<file path="config.mk">
export PLATFORM = sky130hd
export DESIGN_NAME = fifo_write_full_ctrl
export DESIGN_NICKNAME = d
export VERILOG_FILES = /design/src/rtl/fifo_write_full_ctrl.sv
export SDC_FILE = /design/constraint.sdc
export NUM_CORES = 1
export LEC_CHECK = 0
export CAP_MARGIN = 20
export CORE_UTILIZATION = 46
export DETAILED_ROUTE_END_ITERATION = 12
export PLACE_DENSITY = 0.82
export SLEW_MARGIN = 30
export SYNTH_ARGS = -nofsm -noshare
export SYNTH_HDL_FRONTEND = slang
export SYNTH_SLANG_ARGS = --single-unit
</file>
<file path="constraint.sdc">
create_clock -name write_clock -period 4.1 [get_ports write_clock]
set_clock_uncertainty 0.05 [all_clocks]
set_input_delay 0.82 -clock write_clock [delete_from_list [all_inputs] [get_ports write_clock]]
set_output_delay 0.82 -clock write_clock [all_outputs]
set_load 0.05 [all_outputs]
</file>
<file path="src/rtl/fifo_write_full_ctrl.sv">
`default_nettype none
// ---------------------------------------------------------------------------
// fifo_write_full_ctrl : async FIFO write-side pointer, full/almost_full logic.
// Optional sticky overflow flag: FIFO_WRITE_OVERFLOW_EN.   Revision 1.0
// ---------------------------------------------------------------------------
module fifo_write_full_ctrl #(
   parameter int DEPTH              = 16,
   parameter int ALMOST_FULL_MARGIN = 2
) (
   input  logic                       write_clock,
   input  logic                       write_reset_n,
   input  logic                       write_enable,
   input  logic [$clog2(DEPTH):0]     read_pointer,
   output logic [$clog2(DEPTH)-1:0]   write_address,
   output logic                       write_strobe,
   output logic [$clog2(DEPTH):0]     write_pointer,
   output logic                       full,
   output logic                       almost_full
`ifdef FIFO_WRITE_OVERFLOW_EN
   ,
   output logic                       overflow
`endif
);

   localparam int c_ADDR_W = $clog2(DEPTH);
   localparam int c_PTR_W  = c_ADDR_W + 1;
   localparam logic [c_PTR_W-1:0] c_AF_LEVEL = c_PTR_W'(DEPTH - ALMOST_FULL_MARGIN);

   logic [c_PTR_W-1:0] rq1_q;
   logic [c_PTR_W-1:0] rq2_q;
   logic [c_PTR_W-1:0] bin_q;
   logic [c_PTR_W-1:0] bin_d;
   logic [c_PTR_W-1:0] gray_q;
   logic [c_PTR_W-1:0] gray_d;
   logic               full_q;
   logic               full_d;
   logic               afull_q;
   logic               afull_d;
   logic [c_PTR_W-1:0] w_rbin;
   logic [c_PTR_W-1:0] w_level;
   logic [c_PTR_W-1:0] w_full_cmp;
   logic               w_accept;

   assign w_accept = write_enable & ~full_q;

   always_ff @(posedge write_clock or negedge write_reset_n) begin
      if (!write_reset_n) begin
         rq1_q <= '0;
         rq2_q <= '0;
      end else begin
         rq1_q <= read_pointer;
         rq2_q <= rq1_q;
      end
   end

   // Gray-to-binary of the synchronized read pointer.
   always_comb begin
      w_rbin             = '0;
      w_rbin[c_PTR_W-1]  = rq2_q[c_PTR_W-1];
      for (int i = c_PTR_W - 2; i >= 0; i--) begin
         w_rbin[i] = w_rbin[i+1] ^ rq2_q[i];
      end
   end

   // Full when the write pointer is exactly one lap ahead: top two Gray bits inverted.
   assign w_full_cmp = {~rq2_q[c_ADDR_W:c_ADDR_W-1], rq2_q[c_ADDR_W-2:0]};

   always_comb begin
      bin_d   = bin_q + c_PTR_W'(w_accept);
      gray_d  = (bin_d >> 1) ^ bin_d;
      w_level = bin_d - w_rbin;
      full_d  = (gray_d == w_full_cmp);
      afull_d = (w_level >= c_AF_LEVEL);
   end

   always_ff @(posedge write_clock or negedge write_reset_n) begin
      if (!write_reset_n) begin
         bin_q   <= '0;
         gray_q  <= '0;
         full_q  <= 1'b0;
         afull_q <= 1'b0;
      end else begin
         bin_q   <= bin_d;
         gray_q  <= gray_d;
         full_q  <= full_d;
         afull_q <= afull_d;
      end
   end

`ifdef FIFO_WRITE_OVERFLOW_EN
   logic overflow_q;
   logic overflow_d;

   assign overflow_d = overflow_q | (write_enable & full_q);

   always_ff @(posedge write_clock or negedge write_reset_n) begin
      if (!write_reset_n) begin
         overflow_q <= 1'b0;
      end else begin
         overflow_q <= overflow_d;
      end
   end

   assign overflow = overflow_q;
`endif

   assign write_address = bin_q[c_ADDR_W-1:0];
   assign write_strobe  = w_accept;
   assign write_pointer = gray_q;
   assign full          = full_q;
   assign almost_full   = afull_q;

endmodule
`default_nettype wire
</file>
==> results of run 1 <==
## critical path, cell delays in order
cell             delay, ns
clkdlybuf4s50_1       0.45
nor2b_1               0.17
ha_1                  0.20
nand3_1               0.14
xor2_1                0.36
inv_1                 0.11
ha_1                  0.35
nor2b_1               0.15
and3_2                0.21
or4_1                 0.50
nand4_1               0.10
## flip-flops by register name (all words and copies together) (netlist names)
name / cells
bin_q: 5
rq1_q: 5
rq2_q: 5
write_pointer: 4
almost_full: 1
full: 1
## per-stage QoR
stage          util [%]  hold slack, ns  cell area, um^2  std cells  worst slack (ns)
2_1_floorplan         -           0.281             1000         72             0.346
3_3_place_gp       61.8           0.283             1240        119             0.535
3_5_place_dp       61.8           0.287             1240        119             0.419
4_1_cts            63.1           0.315             1260        123             0.734
5_1_grt            62.8           0.326             1260        123             0.534
6_report           62.8           0.307             1260        123             0.735
## path summary, 6_finish.rpt
path                               start               end  slack, ns
setup / recovery            write_enable       almost_full       0.73
hold / removal                  rq1_q[2]          rq2_q[2]       0.31
setup reg to reg                rq2_q[3]       almost_full       1.06
hold reg to reg                 rq1_q[2]          rq2_q[2]       0.31
max in group asynchronous  write_reset_n  write_pointer[1]       3.31
min in group asynchronous  write_reset_n              full       0.39
## logic make-up (layout without fill, tap and decap cells)
| kind of cell | Yosys count | count (layout) | share of synthesized area (%) |
|---|---|---|---|
| and+or+nand+nor | 16 | 16 | 11.1 |
| buffers and inverters | 6 | 30 | 2.24 |
| xor gates and xnor gates | 17 | 17 | 20.9 |
| DFF | 21 | 21 | 52.3 |
| muxes | 1 | 1 | 0.996 |
| adders and majority gates | 7 | 7 | 9.46 |
| AOI/OAI and AO/OA | 4 | 4 | 2.99 |
## cells in the mapped netlist, drive strengths merged
cell type | n | share of area [%]
nor3 | 1 | 0.50
nor2b | 2 | 1.2
ha | 6 | 7.5
and2 | 1 | 0.62
xor2 | 9 | 7.8
xnor2 | 4 | 3.5
a21o | 2 | 1.5
nand3 | 2 | 1.0
inv | 6 | 2.2
and3 | 1 | 0.75
and4b | 1 | 1.0
nor2 | 1 | 0.37
fa | 1 | 2.0
o31ai | 2 | 1.5
xnor3 | 3 | 7.2
or4b | 1 | 1.0
mux2i | 1 | 1.0
nand4 | 1 | 0.62
nor4b | 2 | 1.7
nor3b | 2 | 1.5
dfrtp | 21 | 52
xor3 | 1 | 2.4
or4 | 1 | 0.75
## routing by layer
metal  up-vias  routed length, um
li1        295                  -
met1       306                669
met2        22                829
met3         4                 70
met4         0                 24
met5         -                  0
## cell type report
cell class	count	area, um^2
fillers	171	744
flip-flops and latches	21	526
well taps	27	33.8
repair buffers	20	193
inverters	6	22.5
multi-input cells	45	457
clock buffers	4	26.3
## cells in the final DEF (no fill, tap or decap)
master / instances
or4_1: 1
nor2b_1: 2
o31ai_1: 2
a21o_1: 2
nor4b_1: 2
buf_2: 1
xnor3_1: 1
xor3_1: 1
fa_1: 1
xnor3_2: 1
clkdlybuf4s50_1: 18
xor2_1: 9
xnor2_1: 4
mux2i_1: 1
clkbuf_1: 1
inv_1: 6
and2_1: 1
nor2_1: 1
xnor3_4: 1
buf_4: 1
ha_1: 6
clkbuf_4: 3
and4b_1: 1
or4b_1: 1
nand4_1: 1
dfrtp_1: 21
nor3_1: 1
nand3_1: 2
nor3b_1: 2
and3_2: 1
==> metrics.yaml, run 1 <==
use_met1_pct: 17.6
layout-drive-gt1-share_pct: 8.33
core_um2: 2000
numCtsBuffers: 3
worstPathArrival_ns: 3.55
path_clk_slew_ns: 0.11
cts_tree: "built"
drv_slew: 0
vias_per_cell: 5.10
synth_seq_cells: 21
cts-root-buf: "clkbuf_4"
crit_type: "primary input to flip-flop"
synthesis.area_um2: 1000
grt_pass1_vias: 652
die_x_um: 48.7
yosysWarnings: 0
grt_use_met3_pct: 4.09
synth_cell_type_count: 25
start_kind: "primary input"
period_needed_ns: 3.37
synth_nets: 87
drt_iter0_drc: 6
ys_seq_area_share_pct: 52.3
cts_resized: 0
finalCritPeriodShare_pct: 82.1
fmax_ghz: 0.297
worst_slew_pin_slew_ns: 0.502
routabilityCongestion: 0.780
vias: 627
die_h_um: 48.7
drc: 0
required_ns: 4.29
r2r_cells: 9
initial_utilization_pct: 50.2
grt-ovfl-total: 0
grt_usage_pct: 16.3
timing.setup.tns_ns: 0
min_path_cells: 0
htreeDepth: 1
grt_start_max_net_pins: 22
postCtsSetupRepairBufs: 0
relSlewSlack_pct: 66.4
hold_viol_final: 0
top_usage_layer: "met2"
io_buffers: 19
grt_first_pass_wirelength_um: 2880
syn_area_per_cell_um2: 14.0
status: "complete, no violations"
post-dp-hpwl_um: 1250
diodes: 0
grt_antenna_before_repair: 0
first_pass_iters: 2
setup_violations: 0
avgRoutedWirePerCell_um: 13.0
final_antenna_net_count: 0
routed_wl_um: 1590
rsz0062_at_grt: "false"
endpoint_kind: "flip-flop"
critical_path_peak_fanout: 4
netlist_instances: 72
hold_path.class: "flip-flop to flip-flop"
grtUsageMet2_pct: 30.3
clock_latency_ns: 0.29
die-area_um2: 2380
area.growth.synth_to_final_pct: 25.2
io_pins: 20
clock_path_buffers: 2
postCtsHoldBufs: 0
nNetsFinal: 112
cts_num_sinks: 21
maxCapViolCount: 0
rows: 16
Power of run 1 is not shown: default switching activity piles up to over one toggle a cycle in this logic, so the estimate is an artifact.
==> run 2: changes to the inputs <==
- clock period: 4.1 -> 3.1 ns (I/O delays scaled with it)
==> run 2 against run 1 <==
  * Via count increased by 1.1%
  * Final cell count increased by 5.7%
  * Die area unchanged
  * Utilization increased by 2.9 points
  * Critical endpoint unchanged
  * Largest cell class unchanged
==> metrics.yaml, run 2 (synthesis gave the netlist of run 1 again) <==
status: "complete, no violations"
endpoint_kind: "flip-flop"
path_buf_inv: 0
ff2ff_setup_slack_ns: 0.16
design_area_um2: 1320
grt_usage_pct: 16.5
path_clk_slew_ns: 0.11
cp_num_cells: 9
routed_wl_um: 1670
top_usage_layer: "met2"
vias_per_cell: 4.88
multi_input_area_um2: 464
largest_registers: "bin_q (5), rq1_q (5), rq2_q (5)"
endpoint: "almost_full"
htreeDepth: 1
cp-startpoint: "rq2_q[3]"
final_cell_mix: "dfrtp_1 (21), clkdlybuf4s50_1 (17), xor2_1 (9), buf_4 (9)"
use_met1_pct: 20.2
crit_chain: "xnor3_2 > xor2_1 > xnor2_1 > ha_1 > fa_1 > xor2_1 > nor3b_1 > or4b_1 > nand4_1"
r2r_end: "almost_full"
postCtsHoldBufs: 0
placed_cells: 126
rows: 16
drc: 0
cts_resized: 0
nNetsFinal: 119
relSlewSlack_pct: 67.0
io_buffers: 19
maxCapViolCount: 0
grt_first_pass_wirelength_um: 2880
die-area_um2: 2380
critical_path_peak_fanout: 6
die_x_um: 48.7
cts-root-buf: "clkbuf_4"
cpMostUsedCell: "xor2_1"
first_pass_iters: 3
post-dp-hpwl_um: 1280
rsz0062_at_grt: "false"
layout_commonest_cell: "dfrtp_1"
seqCellArea_um2: 526
grtUsageMet2_pct: 26.9
area.growth.synth_to_final_pct: 30.9
finalCritPeriodShare_pct: 94.8
diodes: 0
worst_slew_pin_slew_ns: 0.494
fillers: 154
worstPathArrival_ns: 3.14
drv_slew: 0
r2r_cells: 9
hold_viol_final: 0
clock_latency_ns: 0.30
vias: 634
numCtsBuffers: 3
clock_path_buffers: 2
setup_violations: 0
layout-drive-gt1-share_pct: 16.5
grt-ovfl-total: 0
period_needed_ns: 2.94
die_h_um: 48.7
cts_tree: "built"
fmax_ghz: 0.340
cts_num_sinks: 21
grt_antenna_before_repair: 0
required_ns: 3.30
core_um2: 2000
routabilityCongestion: 0.767
stdcell_count: 130
critPathSlowestCell: "xnor3_2"
io_pins: 20
avgRoutedWirePerCell_um: 12.9
postCtsSetupRepairBufs: 0
grt_pass1_vias: 671
drt_iter0_drc: 9
cpPeakStageDelay_ns: 0.45
worst_path_dominant_cell_family: "XOR/XNOR gates"
final_antenna_net_count: 0
grt_start_max_net_pins: 22
grt_use_met3_pct: 4.09
crit_type: "flip-flop to flip-flop"
place_area_um2: 1290
start_kind: "flip-flop"
hold_path.class: "primary input to asynchronous set/reset pin"
r2r_start: "rq2_q[3]"
initial_utilization_pct: 50.2
==> run 2: cell count changes in the layout (fill, tap and decap cells not counted), sizes merged <==
cell / delta
buf: +8
clkdlybuf4s50: -1
==> run 2: worst register-to-register path, stage by stage (launching register included) <==
cell and delay (ns):
dfrtp_1 0.44, xnor3_2 0.45, xor2_1 0.29, xnor2_1 0.12
ha_1 0.24, fa_1 0.41, xor2_1 0.19, nor3b_1 0.17
or4b_1 0.44, nand4_1 0.10
==> run 2: area by class of cell <==
| cell class | instances | share of cell area, % |
|---|---|---|
| clock buffer | 4 | 2.00 |
| inverter | 6 | 1.71 |
| multi-input combinational | 45 | 35.3 |
| sequential | 21 | 40.0 |
| tap | 27 | 2.57 |
| timing repair buffer | 27 | 18.5 |
==> run 2: worst min-delay path by stage <==
stage | startpoint | to | cells past startpoint
finish | write_reset_n | bin_q[3] | 1
global route | write_reset_n | write_pointer[3] | 1
CTS | rq1_q[2] | rq2_q[2] | 0
detailed placement | rq1_q[1] | rq2_q[1] | 0
global placement | rq1_q[3] | rq2_q[3] | 0
floorplan | write_reset_n | almost_full | 0
==> run 2: per-layer routing <==
metal  vias to the layer above  share of wire, %
met3                         2               3.3
met2                        17                51
met1                       303                45
met5                         -                 0
li1                        312                 -
met4                         0              0.96
==> run 2: per-stage QoR <==
stage / setup TNS, ns / setup WS, ns / hold WS [ns] / utilization (%)
after floorplan: 0 / 0.0243 / 0.274 / -
after global placement: -0.0521 / -0.0521 / 0.282 / 64.6
after detailed placement: -0.0878 / -0.0878 / 0.286 / 64.6
after CTS: 0 / 0.175 / 0.313 / 65.9
after global routing: 0 / 0.0213 / 0.208 / 65.7
final: 0 / 0.161 / 0.193 / 65.7
Power of run 2 is left out for the same reason.
==> run 3: changes to the inputs <==
- CORE_UTILIZATION: 46 -> 49
- PLACE_DENSITY: 0.82 -> 0.86
- clock period: 3.1 -> 3.2 ns (I/O delays scaled with it)
==> run 3 against run 2 <==
  * Utilization grew 1.4 points
  * Global-route usage grew 4.1 points
  * Worst hold slack gained 0.015 ns
  * Via count grew 2.5%
  * Final cell count shrank 1.5%
  * Highest routed layer unchanged
  * Critical path type unchanged
  * Setup slack lost 0.00092 ns
  * Non-clock buffer count shrank 2
  * Design area shrank 0.95%
==> metrics.yaml, run 3 (synthesis gave the netlist of run 1 again) <==
status: "complete, no violations"
nNetsFinal: 117
route.met2.wl_um: 1050
die_x_um: 47.3
cpPeakStageDelay_ns: 0.47
vias: 650
drc: 0
rsz0062_at_grt: "false"
highest_layer: "met4"
post-dp-hpwl_um: 1480
final_antenna_net_count: 0
vias_per_cell: 5.08
hold_viol_final: 0
endpoint_kind: "flip-flop"
start_kind: "flip-flop"
wl_met3_um: 71
fmax_ghz: 0.329
drt_iter0_drc: 14
io_pins: 20
drv_slew: 0
first_pass_iters: 4
postCtsSetupRepairBufs: 0
core_um2: 1940
relSlewSlack_pct: 66.4
hold_path.class: "primary input to asynchronous set/reset pin"
routed_wl_um: 1940
final_cell_mix: "dfrtp_1 (21), clkdlybuf4s50_1 (18), xor2_1 (9)"
area.growth.synth_to_final_pct: 29.6
io_buffers: 19
grt_start_max_net_pins: 22
layout_commonest_cell: "dfrtp_1"
die-area_um2: 2240
grt_antenna_before_repair: 0
period_needed_ns: 3.04
initial_utilization_pct: 51.7
setup_violations: 0
avgRoutedWirePerCell_um: 15.2
routabilityCongestion: 0.830
routedLengthMet1_um: 782
diodes: 0
worstPathArrival_ns: 3.25
cts_resized: 0
path_clk_slew_ns: 0.12
finalCritPeriodShare_pct: 95.0
rows: 16
postCtsHoldBufs: 0
post-route-util_pct: 67.1
crit_chain: "xnor3_2 > xor2_1 > xnor2_1 > ha_1 > fa_1 > xor2_1 > nor3b_1 > or4b_1 > nand4_1"
grt_first_pass_wirelength_um: 3030
clock_latency_ns: 0.31
grt_pass1_vias: 703
layout-drive-gt1-share_pct: 13.9
worst_slew_pin_slew_ns: 0.502
die_h_um: 47.3
htreeDepth: 1
grt_usage_pct: 20.6
clock_path_buffers: 2
largest_registers: "bin_q (5), rq1_q (5), rq2_q (5)"
critPathSlowestCell: "or4b_1"
cts_tree: "built"
grt-ovfl-total: 0
cts-root-buf: "clkbuf_4"
crit_type: "flip-flop to flip-flop"
numCtsBuffers: 3
critical_path_peak_fanout: 6
cts_num_sinks: 21
maxCapViolCount: 0
cpMostUsedCell: "xor2_1"
required_ns: 3.41
run 3: cell types whose count changed in the layout (fill, tap and decap cells not counted), sizes merged:
cell	before	now
buf	10	7
clkdlybuf4s50	17	18
run 3: final timing paths:
path / startpoint / endpoint / slack (ns) / depth (start not counted)
worst max-delay path: rq2_q[3] / almost_full / 0.16 / 9
worst min-delay path: write_reset_n / bin_q[4] / 0.21 / 1
worst max register to register: rq2_q[3] / almost_full / 0.16 / 9
worst min register to register: rq1_q[3] / rq2_q[3] / 0.31 / 0
max in group asynchronous: write_reset_n / rq2_q[0] / 2.57 / 1
min in group write_clock: rq1_q[3] / rq2_q[3] / 0.31 / 0
run 3: through the flow:
stage	std cells	hold WS, ns	setup TNS [ns]	setup WS (ns)	cell area [um^2]
floorplan	72	0.281	0	0.124	1010
global placement	124	0.281	0	0.0251	1280
detailed placement	124	0.286	-0.0136	-0.0136	1280
CTS	128	0.311	0	0.197	1310
global route	128	0.243	0	0.00134	1300
finish	128	0.208	0	0.161	1300
run 3: worst max-delay path: cells and delay by family, from the launching register on:
kind	cells	cell delay, ns
DFF	1	0.44
and+or+nand+nor	3	0.76
adders and majority gates	2	0.68
xor gates and xnor gates	4	1.04
run 3: routing by layer:
layer  GRT usage, %  up-vias
li1               -      306
met1           23.3      312
met2           35.9       26
met3           3.08        6
met4           13.1        0
met5              0        -
run 3: layout make-up:
type                            count  area (um^2)
Inverter                            6         22.5
Sequential cell                    21          526
Tap cell                           27         33.8
Multi-Input combinational cell     45          464
Fill cell                         160          639
Clock buffer                        4         26.3
Timing Repair Buffer               25          230
Power of run 3 is left out for the same reason.
